File: src/rtl/div_pkg.sv
// Shared types and constants for the iterative restoring divider.
package div_pkg;

    localparam int DEFAULT_IN_WIDTH = 32;

    typedef enum logic [1:0] {
        IDLE = 2'd0,
        RUN  = 2'd1,
        DONE = 2'd2
    } state_t;

endpackage

File: src/rtl/div_restore_step.sv
// One combinational restoring shift-subtract step: shifts the next dividend bit
// into the partial remainder and subtracts the divisor when it fits.
module div_restore_step #(
    parameter int IN_WIDTH = 32
) (
    input  logic [IN_WIDTH:0]   rem_in,
    input  logic                bit_in,
    input  logic [IN_WIDTH-1:0] divisor,
    output logic [IN_WIDTH:0]   rem_out,
    output logic                q_bit
);

    logic [IN_WIDTH+1:0] shifted;
    logic [IN_WIDTH+1:0] trial;

    // NOTE: every signal assigned here gets a value on every path, so no latch is inferred.
    always_comb begin
        shifted = {rem_in, bit_in};
        trial   = shifted - {2'b00, divisor};
        q_bit   = (shifted >= {2'b00, divisor});
        rem_out = q_bit ? trial[IN_WIDTH:0] : shifted[IN_WIDTH:0];
    end

endmodule

File: src/rtl/iterative_divider.sv
// Iterative restoring divider: 2*IN_WIDTH / IN_WIDTH, one quotient bit per clock.
// Define DIV_OVERFLOW_CHECK_EN to detect d==0 / oversized quotients at start and finish immediately.
module iterative_divider
    import div_pkg::*;
#(
    parameter int IN_WIDTH = DEFAULT_IN_WIDTH
) (
    input  logic                  clk,
    input  logic                  rst,
    input  logic                  start,
    input  logic [2*IN_WIDTH-1:0] n,
    input  logic [IN_WIDTH-1:0]   d,
    output logic                  busy,
    output logic                  done,
    output logic [IN_WIDTH-1:0]   q,
    output logic [IN_WIDTH-1:0]   r,
    output logic                  ovf
);

    localparam int CNT_W = $clog2(IN_WIDTH + 1);

    state_t              state;
    state_t              state_next;
    logic [CNT_W-1:0]    count;
    logic [IN_WIDTH:0]   rem;
    logic [IN_WIDTH-1:0] shift;      // dividend low half shifts out, quotient bits shift in
    logic [IN_WIDTH-1:0] divisor;
    logic                accept;
    logic                last_step;
    logic                early_ovf;
    logic [IN_WIDTH:0]   step_rem;
    logic                step_q;

    assign accept    = start && (state == IDLE || state == DONE);
    assign last_step = (state == RUN) && (count == CNT_W'(1));

`ifdef DIV_OVERFLOW_CHECK_EN
    assign early_ovf = (d == '0) || (n[2*IN_WIDTH-1:IN_WIDTH] >= d);
`else
    assign early_ovf = 1'b0;
`endif

    div_restore_step #(.IN_WIDTH(IN_WIDTH)) u_step (
        .rem_in  (rem),
        .bit_in  (shift[IN_WIDTH-1]),
        .divisor (divisor),
        .rem_out (step_rem),
        .q_bit   (step_q)
    );

    // NOTE: reset is synchronous, so it is sampled only inside the clocked block.
    always_ff @(posedge clk) begin
        if (rst) begin
            state <= IDLE;
        end else begin
            state <= state_next;
        end
    end

    always_comb begin
        state_next = state;
        busy       = 1'b0;
        done       = 1'b0;
        case (state)
            IDLE: begin
                if (accept) state_next = early_ovf ? DONE : RUN;
            end
            RUN: begin
                busy = 1'b1;
                if (last_step) state_next = DONE;
            end
            DONE: begin
                done = 1'b1;
                if (accept) state_next = early_ovf ? DONE : RUN;
                else        state_next = IDLE;
            end
            default: state_next = IDLE;
        endcase
    end

    // NOTE: state registers use non-blocking assignments so all flops update together.
    always_ff @(posedge clk) begin
        if (rst) begin
            count   <= '0;
            rem     <= '0;
            shift   <= '0;
            divisor <= '0;
        end else if (accept) begin
            count   <= CNT_W'(IN_WIDTH);
            rem     <= {1'b0, n[2*IN_WIDTH-1:IN_WIDTH]};
            shift   <= n[IN_WIDTH-1:0];
            divisor <= d;
        end else if (state == RUN) begin
            count   <= count - CNT_W'(1);
            rem     <= step_rem;
            shift   <= {shift[IN_WIDTH-2:0], step_q};
        end
    end

    // Results are loaded only at completion so they stay stable through the next run.
    always_ff @(posedge clk) begin
        if (rst) begin
            q <= '0;
            r <= '0;
        end else if (accept && early_ovf) begin
            q <= '1;
            r <= '0;
        end else if (last_step) begin
            q <= {shift[IN_WIDTH-2:0], step_q};
            r <= step_rem[IN_WIDTH-1:0];
        end
    end

`ifdef DIV_OVERFLOW_CHECK_EN
    always_ff @(posedge clk) begin
        if (rst) begin
            ovf <= 1'b0;
        end else if (accept && early_ovf) begin
            ovf <= 1'b1;
        end else if (last_step) begin
            ovf <= 1'b0;
        end
    end
`else
    assign ovf = 1'b0;
`endif

endmodule

File: config.mk
export PLATFORM = sky130hd
export DESIGN_NAME = iterative_divider
export DESIGN_NICKNAME = d
export VERILOG_FILES = /design/src/rtl/div_pkg.sv /design/src/rtl/div_restore_step.sv /design/src/rtl/iterative_divider.sv
export SDC_FILE = /design/constraint.sdc
export NUM_CORES = 1
export LEC_CHECK = 0
export BUFFER_PORTS_ARGS = -buffer_cell sky130_fd_sc_hd__clkbuf_2
export CAP_MARGIN = 20
export CORE_MARGIN = 2
export CORE_UTILIZATION = 50
export CTS_CLUSTER_DIAMETER = 100
export DETAILED_ROUTE_END_ITERATION = 8
export GPL_TIMING_DRIVEN = 0
export HOLD_SLACK_MARGIN = 0.06
export PLACE_DENSITY = 0.73
export SYNTH_ARGS = -nofsm -noshare
export SYNTH_HDL_FRONTEND = slang
export SYNTH_SLANG_ARGS = --single-unit
File: constraint.sdc
create_clock -name clk -period 4.1 [get_ports clk]
set_input_delay 0.82 -clock clk [delete_from_list [all_inputs] [get_ports clk]]
set_output_delay 0.82 -clock clk [all_outputs]
set_load 0.01 [all_outputs]
-- Yosys cells after proc, flatten, opt, wreduce, memory -nomap -nowiden
Index checks and enable logic that the tools add are counted.
- add/subtract/negate cells: 2
- order comparisons: 1
- equality and inequality tests: 5
- mux-type cells: 13
- reductions and logical operators: 7
- operator list (operator ; count):
    32-bit two-way mux ; 4
    34-bit by 32-bit >= comparator with 1-bit output ; 1
    33-bit two-way mux ; 1
    33-bit by 32-bit subtractor with 33-bit output ; 1
    6-bit two-way mux ; 2
    6-bit by 1-bit == test with 1-bit output, second input constant ; 1
    2-bit one-hot mux with 3 select lines ; 1
    6-bit by 1-bit subtractor with 6-bit output, second input constant ; 1
    2-bit two-way mux ; 2
    2-bit inequality test, second input constant ; 2
    1-bit two-way mux ; 3
    2-bit by 1-bit == test with 1-bit output, second input constant ; 1
    2-bit == test, second input constant ; 1
    1-bit logical AND ; 2
    2-bit zero test ; 1
    2-bit AND reduction ; 1
    2-bit nonzero test ; 1
    2-bit OR reduction ; 1
    1-bit logical OR ; 1
- bits in registers: 169
- bits of input ports: 99
- output and inout bits: 67

-- Logic depth before layout (Yosys ltp)
Gate-level depths: netlist of run 1.
- depth after elaboration: 5
- mapped depth: 16
- mapped depth without buffers: 13

-- Modules after synthesis
A second synthesis of run 1 with hierarchy kept.
- cell total of the unflattened synthesis: 1103
- area, all modules: 9170.0 µm²
- modules (own cells, without submodules) (module ; instances ; cells an instance ; area each (µm²)):
    iterative_divider ; 1 ; 757 ; 6979.2
    div_restore_step ; 1 ; 346 ; 2190.9

-- Worst setup path before layout of run 1
No wires, ideal clock.
- kind: reg-to-reg
- start point: register shift[31]
- end point: register r[13]
- setup time: 131 ps
- arrival time: 2784 ps
- required time: 3969 ps
- setup slack: 1184 ps
- stages on the path, launching flop included: 16
- clock period less this slack: 2916 ps
- path through: dfxtp_1 inv_1 ha_1 inv_1 fa_1 a21o_1 a221oi_2 o211ai_2 a31oi_4 nor3_2 or2_1 buf_4 buf_6 mux2_1 nor2_1 nor3_1
- cells in the longest elaborated chain, start to end: 2
- elaborated cells between the ends (all ways): 3
- those cells by class: add/sub: 1; order compare: 1; mux: 1
- RTL lines (element ; line ; RTL):
    start: declaration ; iterative_divider.sv:26 ; logic [IN_WIDTH-1:0] shift;
    start signal: assignment ; iterative_divider.sv:91 ; shift <= n[IN_WIDTH-1:0];
    start signal: assignment ; iterative_divider.sv:96 ; shift <= {shift[IN_WIDTH-2:0], step_q};
    33-bit by 32-bit subtractor with 33-bit output / 34-bit by 32-bit >= comparator with 1-bit output (equally long branches) ; div_restore_step.sv:19, div_restore_step.sv:20 ;
    33-bit two-way mux (*) ; div_restore_step.sv:21 ; rem_out = q_bit ? trial[IN_WIDTH:0] : shifted[IN_WIDTH:0];
    end signal: assignment ; iterative_divider.sv:110 ; r <= step_rem[IN_WIDTH-1:0];
    end: declaration ; iterative_divider.sv:16 ; output logic [IN_WIDTH-1:0] r,
Mark *: on every way between the ends. The rest lies on a longest branch, timed or not.
A chain may end at the register's enable or synchronous reset.

-- Worst setup path in the final report of run 1
- start point: register shift[31]
- end point: register rem[7]
- cells in the longest elaborated chain, start to end: 4
- elaborated cells between the ends (all ways): 5
- those cells by class: add/sub: 1; order compare: 1; mux: 3
- RTL lines (element ; line ; RTL):
    33-bit by 32-bit subtractor with 33-bit output / 34-bit by 32-bit >= comparator with 1-bit output (equally long branches) ; div_restore_step.sv:19, div_restore_step.sv:20 ;
    33-bit two-way mux (*) ; div_restore_step.sv:21 ;
    32-bit two-way mux (*) ; iterative_divider.sv:93 ; end else if (state == RUN) begin
    32-bit two-way mux (*) ; iterative_divider.sv:88 ; end else if (accept) begin
    end signal: assignment ; iterative_divider.sv:90 ; rem <= {1'b0, n[2*IN_WIDTH-1:IN_WIDTH]};
    end signal: assignment ; iterative_divider.sv:95 ; rem <= step_rem;
    end: declaration ; iterative_divider.sv:25 ; logic [IN_WIDTH:0] rem;
Mark *: on every way between the ends. The rest lies on a longest branch, timed or not. The select of a mux whose other input is x is not followed.

==> results.sh, run 1 <==
export IMPL_status="complete, no violations"
export IMPL_yosysWarnings=0
export IMPL_wl_per_cell_um=18.40
export IMPL_synth_cells=1080
export IMPL_synth_edf_count=0
export IMPL_worst_slew_pin_slew_ns=0.9196
export IMPL_criticalPathCategory="flop to flop"
export IMPL_area_delta_synth_final_pct=19.61
export IMPL_core_sq_um=16640
export IMPL_startpoint_type="flop"
export IMPL_dpl_worst_slack_ns=0.5841
export IMPL_async_reset_ff_share_pct=0
export IMPL_avgSynthCellArea_sq_um=7.885
export IMPL_place_gp_congestion=0.9628
export IMPL_drt_iter0_drc=821
export IMPL_cts_tree="built"
export IMPL_final_nets=1397
export IMPL_multi_input_area_sq_um=4624
export IMPL_syn_area_sq_um=8516
export IMPL_fin_skew_ns=0.01036
export IMPL_ys_seq_area_share_pct=39.73
export IMPL_slowest_delay_ns=0.43
export IMPL_die_x_um=134.5
export IMPL_cp_end_kind="flop"
export IMPL_grt_first_pass_wirelength_um=42850
export IMPL_fin_crit_ns=3.620
export IMPL_mostFrequentLayoutCells="nand2_1, dfxtp_1, clkbuf_2, a21oi_1, nor2_1"
export IMPL_drive_above_1_share_pct=17.24
export IMPL_yosysTopAreaCellShare_pct=39.73
export IMPL_ys_types=58
export IMPL_cts_buffers=17
export IMPL_cts_root_buf="clkbuf_16"
export IMPL_drtPass1Iterations=6
export IMPL_hold_slack_ns=0.4543
export IMPL_power_total_mw=5.926
export IMPL_rows=47
export IMPL_final_max_slew_viol_count=0
export IMPL_die_h_um=134.5
export IMPL_die_area_sq_um=18090
export IMPL_synth_fp_nets=1214
export IMPL_dpl_hpwl_um=20370
export IMPL_initial_core_util_pct=51.17
export IMPL_io_buffers=164
export IMPL_synth_main_ff_cell="dfxtp_1"
export IMPL_worst_slack_ns=0.4796
export IMPL_ys_seq_elements=169
export IMPL_ctsLongestPathBuffers=2
export IMPL_power_density_nw_per_um2=581.8
export IMPL_post_route_drc_count=0
export IMPL_grt_max_degree=17
export IMPL_cp_arrival_ns=3.91
export IMPL_period_share_pct=88.30
export IMPL_post_cts_buffers=0
export IMPL_max_vdd_ir_drop_v=0.0003567
export IMPL_hold_buffers=0
export IMPL_clock_sinks=169
export IMPL_cts_resized_gates=0
export IMPL_ys_top_cells_by_area="dfxtp_1, nand2_1, a21oi_1, a22oi_1, ha_1"
export IMPL_crit_required_ns=4.39
export IMPL_timing_final_hold_violations=0
export IMPL_crit_path_cell_trace="inv_1, ha_1, inv_1, fa_1, a21o_1, a221oi_2, o211ai_2, a31oi_4, nor3_2, nor2_1, buf_2, nor2_1, o21ai_0, a21oi_1"
export IMPL_seqCellArea_sq_um=3383
export IMPL_clock_fmax_mhz=276.2
export IMPL_setup_viol=0
export IMPL_yosysTopAreaCell="dfxtp_1"
export IMPL_hold_path_class="flop to flop"
export IMPL_cts_htree_levels=4
export IMPL_n_antenna_cell=0
export IMPL_slowest_stage="nor2_1"
export IMPL_clk_pin_slew_ns=0.07
export IMPL_leakagePower_nw=4.140
export IMPL_fillerInstances=1552
export IMPL_worstSkewPairLatency_ns=0.44
export IMPL_grt_usage_pct=30.48
export IMPL_timing_slew_headroom_pct=38.69
export IMPL_vias=8602
export IMPL_grt_pass1_vias=8012
export IMPL_path_max_fanout=10
export IMPL_fin_tns_setup_ns=0
export IMPL_drt_wl_total_um=27530
export IMPL_rsz0062_at_grt="no"
export IMPL_max_cap_violations=0
export IMPL_vias_per_cell=5.750
export IMPL_pin_count=166
export IMPL_final_common_cell="nand2_1"
export IMPL_drt_antenna_violating_nets=0
export IMPL_grt_overflow_total=0
export IMPL_antenna_found_initial=0
==> path summary, 6_finish.rpt <==
| kind | from | endpoint | slack, ns | cells after the start |
|---|---|---|---|---|
| min | q[10]$_SDFFE_PP0P_ | q[10]$_SDFFE_PP0P_ | 0.45 | 2 |
| max | shift[31]$_SDFFE_PP0P_ | rem[7]$_SDFFE_PP0P_ | 0.48 | 14 |
| max reg2reg | shift[31]$_SDFFE_PP0P_ | rem[7]$_SDFFE_PP0P_ | 0.48 | 14 |
| min reg2reg | q[10]$_SDFFE_PP0P_ | q[10]$_SDFFE_PP0P_ | 0.45 | 2 |
==> logic make-up (layout without fill, tap and decap cells) <==
family / Yosys count / in the layout / synth area share (%)
simple gates: 359 / 359 / 18.35
mux: 16 / 16 / 1.939
compound gates: 346 / 346 / 25.65
flops: 169 / 169 / 39.73
fa+ha+maj: 35 / 35 / 5.231
xor+xnor: 30 / 30 / 3.085
other cells: 1 / 1 / 0.04404
buf+inv: 124 / 320 / 5.965
==> synth_stat cells (5+ instances only) <==
library cell,count
nand2b_1,7
a31oi_1,7
o21ai_0,35
nor3_1,21
a211oi_1,29
o211ai_1,7
o21a_1,7
a21oi_1,141
o22ai_1,7
ha_1,34
nand2_1,196
a21o_1,17
and2_1,6
and3_1,5
xor2_1,13
xnor2_1,17
a22oi_1,63
inv_1,46
dfxtp_1,169
o21ai_1,5
buf_2,10
nand4_1,11
clkbuf_1,57
nand3_1,11
nor3b_1,6
buf_1,6
nor2b_1,14
nor2_1,70
mux2i_1,12
==> critical path: cells and delay by family (launching register included) <==
kind	cells	cell delay, ns
AND/OR/NAND/NOR	3	0.67
AO/OA/AOI/OAI	6	1.44
adder cells (fa/ha/maj)	2	0.55
flip-flops	1	0.33
buffers and inverters	3	0.48
==> registers in the layout, summed over array words and instances, names as in the netlist <==
register,flops
rem,33
r,32
state,2
shift,32
divisor,32
q,32
count,6
==> per-layer routing <==
layer	vias up	wire, um	global-route usage (%)
met2	386	11970	46.77
met1	3986	12190	41.80
met3	75	2468	6.794
met5	-	0	0
li1	4155	-	-
met4	0	911	12.05
==> report_power, final <==
part | internal (mW) | switching [mW]
clock | 0.867 | 0.728
combinational | 0.940 | 1.51
sequential | 1.77 | 0.107
==> cell type report <==
type,count,area share (%)
Multi-Input combinational cell,787,45.40
Sequential cell,169,33.21
Timing Repair Buffer,164,8.058
Clock buffer,19,4.348
Buffer,78,3.292
Tap cell,220,2.702
Inverter,46,1.695
Clock inverter,13,1.290
==> per-stage QoR <==
step                std cells  instance area (sq um)  utilization [%]
floorplan                1080                   8516                -
global placement         1464                   9612            57.76
detailed placement       1464                   9612            57.76
CTS                      1496                  10190            61.21
global route             1496                  10190            61.21
finish                   1496                  10190            61.21
(Power assumes the default switching activity.)
==> run 2: changes to the inputs <==
--- a/config.mk
+++ b/config.mk
@@ -14,6 +14,7 @@
 export GPL_TIMING_DRIVEN = 0
 export HOLD_SLACK_MARGIN = 0.06
 export PLACE_DENSITY = 0.73
+export REMOVE_ABC_BUFFERS = 1
 export SYNTH_ARGS = -nofsm -noshare
 export SYNTH_HDL_FRONTEND = slang
 export SYNTH_SLANG_ARGS = --single-unit
==> run 2 against run 1 <==
Net effect:
- final cell count decreased by 4.5%
- highest routed layer unchanged
- sequential power about the same
- worst hold slack is essentially flat
- register-to-register slack hardly changed
- critical endpoint is now rem[18]$_SDFFE_PP0P_
- flip-flop and latch count unchanged
- total power decreased by 3.7%
- clock skew decreased by 0.0033 ns
- maximum frequency decreased by 0.19%
- sequential share of layout area rose by 0.32 points
- critical path type unchanged
==> results.sh, run 2 (synthesis gave the netlist of run 1 again) <==
export IMPL_mostFrequentLayoutCells="nand2_1, dfxtp_1, clkbuf_2, a21oi_1, nor2_1"
export IMPL_grt_max_degree=86
export IMPL_worstSkewPairLatency_ns=0.43
export IMPL_rsz0062_at_grt="no"
export IMPL_top_register="rem"
export IMPL_path_max_fanout=31
export IMPL_cpMostUsedCell="o21ai_0"
export IMPL_final_cell_count_no_fill=1428
export IMPL_post_route_drc_count=0
export IMPL_core_sq_um=16640
export IMPL_worst_slew_pin_slew_ns=0.9633
export IMPL_final_max_slew_viol_count=0
export IMPL_clock_fmax_mhz=275.7
export IMPL_power_total_mw=5.707
export IMPL_initial_core_util_pct=51.17
export IMPL_rows=47
export IMPL_leakagePower_nw=4.106
export IMPL_pin_count=166
export IMPL_fin_skew_ns=0.007079
export IMPL_dpl_worst_slack_ns=0.4732
export IMPL_cts_resized_gates=0
export IMPL_ctsLongestPathBuffers=2
export IMPL_slowest_stage="or2_2"
export IMPL_post_cts_buffers=0
export IMPL_worst_slack_ns=0.4726
export IMPL_io_buffers=164
export IMPL_hold_buffers=0
export IMPL_cp_arrival_ns=3.93
export IMPL_power_density_nw_per_um2=565.7
export IMPL_drt_antenna_violating_nets=0
export IMPL_startpoint="rem[14]$_SDFFE_PP0P_"
export IMPL_timing_final_hold_violations=0
export IMPL_grt_pass1_vias=7323
export IMPL_grt_overflow_total=0
export IMPL_dpl_cell_count=1397
export IMPL_final_common_cell="nand2_1"
export IMPL_finalInstanceArea_sq_um=10090
export IMPL_grt_first_pass_wirelength_um=36520
export IMPL_max_cap_violations=0
export IMPL_timing_slew_headroom_pct=35.78
export IMPL_slowest_delay_ns=0.81
export IMPL_fin_tns_setup_ns=0
export IMPL_grt_usage_pct=25.03
export IMPL_cts_buffers=17
export IMPL_clock_sinks=169
export IMPL_min_from="q[9]$_SDFFE_PP0P_"
export IMPL_die_x_um=134.5
export IMPL_drive_above_1_share_pct=18.38
export IMPL_crit_path_cell_trace="ha_1, a21o_1, o211ai_1, o21ai_0, a31oi_4, nor3_2, or2_2, mux2i_1, o21ai_0, nor2b_1"
export IMPL_r2r_start="rem[14]$_SDFFE_PP0P_"
export IMPL_fin_crit_ns=3.627
export IMPL_n_antenna_cell=0
export IMPL_drt_wl_total_um=22680
export IMPL_largest_register_ffs=33
export IMPL_setup_viol=0
export IMPL_dpl_hpwl_um=15820
export IMPL_crit_required_ns=4.40
export IMPL_vias=7976
export IMPL_die_area_sq_um=18090
export IMPL_status="complete, no violations"
export IMPL_drt_iter0_drc=431
export IMPL_cts_htree_levels=4
export IMPL_max_vdd_ir_drop_v=0.0004049
export IMPL_period_share_pct=88.47
export IMPL_cts_tree="built"
export IMPL_wl_per_cell_um=15.88
export IMPL_placed_cell_area_sq_um=9548
export IMPL_criticalPathCategory="flop to flop"
export IMPL_die_h_um=134.5
export IMPL_hold_path_class="flop to flop"
export IMPL_cp_end_kind="flop"
export IMPL_final_nets=1330
export IMPL_area_delta_synth_final_pct=18.47
export IMPL_antenna_found_initial=0
export IMPL_place_gp_congestion=0.8676
export IMPL_clk_pin_slew_ns=0.07
export IMPL_vias_per_cell=5.585
export IMPL_cts_root_buf="clkbuf_16"
export IMPL_drtPass1Iterations=5
export IMPL_startpoint_type="flop"
==> run 2: through the flow <==
stage,util (%),hold slack (ns)
final,60.62,0.4541
after global routing,60.62,0.4717
after CTS,60.62,0.4558
after detailed placement,57.37,0.4460
after global placement,55.74,0.4409
after floorplan,-,0.4303
==> run 2: final timing paths <==
path / end / slack, ns / cells after the start
min: q[9]$_SDFFE_PP0P_ / 0.45 / 2
min reg2reg: q[9]$_SDFFE_PP0P_ / 0.45 / 2
max reg2reg: rem[18]$_SDFFE_PP0P_ / 0.47 / 10
max: rem[18]$_SDFFE_PP0P_ / 0.47 / 10
==> run 2: per-layer routing <==
metal	part of all wire (%)	GRT usage, %	up-vias
met2	45	40.36	258
met5	0	0	-
met3	6.0	4.730	29
met1	47	34.48	3658
met4	1.3	6.842	0
li1	-	-	4031
==> run 2: critical path, delay by kind of cell, from the launching register on <==
| kind | cells | cell delay (ns) |
|---|---|---|
| AO/OA/AOI/OAI | 5 | 0.80 |
| flip-flops | 1 | 0.35 |
| adder cells (fa/ha/maj) | 1 | 0.50 |
| multiplexers | 1 | 0.43 |
| AND/OR/NAND/NOR | 3 | 1.40 |
==> run 2: report_power, final <==
part | internal [mW] | total, mW | switching, mW
sequential | 1.77 | 1.87 | 0.104
clock | 0.792 | 1.52 | 0.730
combinational | 0.917 | 2.31 | 1.40
total | 3.48 | 5.71 | 2.23
==> run 2: area by class of cell <==
type | count | area, sq um
fill | 1558 | 6554
multi-input combinational | 787 | 4652
sequential | 169 | 3383
timing repair buffer | 175 | 1065
clock buffer | 18 | 429.2
tap | 220 | 275.3
inverter | 46 | 172.7
clock inverter | 13 | 111.4
==> run 3: changes to the inputs <==
--- a/config.mk
+++ b/config.mk
@@ -5,7 +5,7 @@
 export SDC_FILE = /design/constraint.sdc
 export NUM_CORES = 1
 export LEC_CHECK = 0
-export BUFFER_PORTS_ARGS = -buffer_cell sky130_fd_sc_hd__clkbuf_2
+export BUFFER_PORTS_ARGS = -buffer_cell sky130_fd_sc_hd__buf_2
 export CAP_MARGIN = 20
 export CORE_MARGIN = 2
 export CORE_UTILIZATION = 50
==> run 3 against run 2 <==
Net effect:
- first-iteration DRC count up 35%
- die area unchanged
- worst hold slack worse by 0.0032 ns
- count of clock-buffer cells in the layout unchanged
- final cell count about the same
- critical path depth up 3
- critical path type unchanged
- critical endpoint is now r[27]$_SDFFE_PP0P_
- largest cell class unchanged
- largest power group unchanged
==> results.sh, run 3 (synthesis gave the netlist of run 1 again) <==
export IMPL_final_nets=1330
export IMPL_grt_max_degree=108
export IMPL_worst_slew_pin_slew_ns=0.9840
export IMPL_crit_required_ns=4.41
export IMPL_hold_path_class="flop to flop"
export IMPL_cts_root_buf="clkbuf_16"
export IMPL_cts_htree_levels=4
export IMPL_cts_resized_gates=0
export IMPL_final_common_cell="nand2_1"
export IMPL_cts_tree="built"
export IMPL_clock_sinks=169
export IMPL_grt_usage_pct=25.64
export IMPL_rows=47
export IMPL_grt_pass1_vias=7547
export IMPL_ctsLongestPathBuffers=2
export IMPL_area_delta_synth_final_pct=18.73
export IMPL_setup_viol=0
export IMPL_die_h_um=134.5
export IMPL_r2r_start="shift[31]$_SDFFE_PP0P_"
export IMPL_criticalPathCategory="flop to flop"
export IMPL_max_vdd_ir_drop_v=0.0003608
export IMPL_fin_tns_setup_ns=0
export IMPL_power_density_nw_per_um2=574.2
export IMPL_path_max_fanout=31
export IMPL_clock_fmax_mhz=272.9
export IMPL_pin_count=166
export IMPL_drt_wl_total_um=23120
export IMPL_die_x_um=134.5
export IMPL_min_from="q[9]$_SDFFE_PP0P_"
export IMPL_startpoint="shift[31]$_SDFFE_PP0P_"
export IMPL_cp_arrival_ns=3.97
export IMPL_timing_final_hold_violations=0
export IMPL_n_antenna_cell=0
export IMPL_dpl_cell_count=1397
export IMPL_final_cell_count_no_fill=1429
export IMPL_initial_core_util_pct=51.17
export IMPL_fin_crit_ns=3.664
export IMPL_vias_per_cell=5.608
export IMPL_final_util_pct=60.75
export IMPL_rsz0062_at_grt="no"
export IMPL_status="complete, no violations"
export IMPL_drt_antenna_violating_nets=0
export IMPL_grt_overflow_total=0
export IMPL_core_sq_um=16640
export IMPL_die_area_sq_um=18090
export IMPL_mostFrequentLayoutCells="nand2_1, dfxtp_1, buf_2, a21oi_1, nor2_1"
export IMPL_grt_first_pass_wirelength_um=37580
export IMPL_final_max_slew_viol_count=0
export IMPL_post_cts_buffers=0
export IMPL_antenna_found_initial=0
export IMPL_cp_end_kind="flop"
export IMPL_fin_skew_ns=0.01042
export IMPL_worstSkewPairLatency_ns=0.44
export IMPL_place_gp_congestion=0.8661
export IMPL_hold_buffers=0
export IMPL_drive_above_1_share_pct=18.44
export IMPL_drtPass1Iterations=5
export IMPL_timing_slew_headroom_pct=34.40
export IMPL_clk_pin_slew_ns=0.07
export IMPL_period_share_pct=89.37
export IMPL_io_buffers=164
export IMPL_dpl_hpwl_um=15980
export IMPL_drt_iter0_drc=583
export IMPL_startpoint_type="flop"
export IMPL_leakagePower_nw=4.151
export IMPL_max_cap_violations=0
export IMPL_vias=8014
export IMPL_largest_register_ffs=33
export IMPL_post_route_drc_count=0
export IMPL_top_register="rem"
export IMPL_wl_per_cell_um=16.18
export IMPL_cts_buffers=17
[run 3: cell types whose count changed in the layout (fill, tap and decap cells not counted), sizes merged]
cell and change:
bufinv +1, inv -2, clkbuf -164, clkinv +2, buf +164
[run 3: routing by layer]
metal | vias up | share of wire [%] | global-route usage, %
li1 | 4029 | - | -
met1 | 3701 | 47 | 35.49
met2 | 251 | 46 | 41.41
met3 | 33 | 5.6 | 4.392
met4 | 0 | 1.6 | 7.193
met5 | - | 0 | 0
[run 3: power by group]
| group | switching (mW) | internal, mW |
|---|---|---|
| Sequential | 0.104 | 1.77 |
| Clock | 0.752 | 0.861 |
| Combinational | 1.41 | 0.910 |
| Total | 2.26 | 3.54 |
[run 3: through the flow]
stage	cell area, sq um	setup WS, ns	hold slack, ns	power, mW
floorplan	8180	-3.139	0.4303	3.548
global placement	9276	-10.39	0.4386	4.131
detailed placement	9525	0.4509	0.4442	4.189
CTS	10110	0.4241	0.4539	5.806
global route	10110	0.1743	0.4704	6.167
finish	10110	0.4358	0.4510	5.806
[run 3: critical path: stages, from the launching register on]
cell	delay (ns)
dfxtp_1	0.33
inv_1	0.06
ha_1	0.15
inv_1	0.05
fa_1	0.39
a21o_1	0.22
a221oi_2	0.38
o211ai_2	0.20
a31oi_4	0.24
nor3_2	0.12
or2_2	0.65
and4_1	0.38
nor4_1	0.28
nor3_1	0.07
[run 3: final timing paths]
kind,end,depth (start not counted),slack [ns]
max,r[27]$_SDFFE_PP0P_,13,0.44
min reg2reg,q[9]$_SDFFE_PP0P_,2,0.45
min,q[9]$_SDFFE_PP0P_,2,0.45
max reg2reg,r[27]$_SDFFE_PP0P_,13,0.44
[run 3: final cells by class]
type	instances	area, sq um
Fill cell	1562	6531
Timing Repair Buffer	175	1042
Multi-Input combinational cell	787	4652
Clock buffer	18	429.2
Clock inverter	14	156.4
Tap cell	220	275.3
Inverter	46	172.7
Sequential cell	169	3383
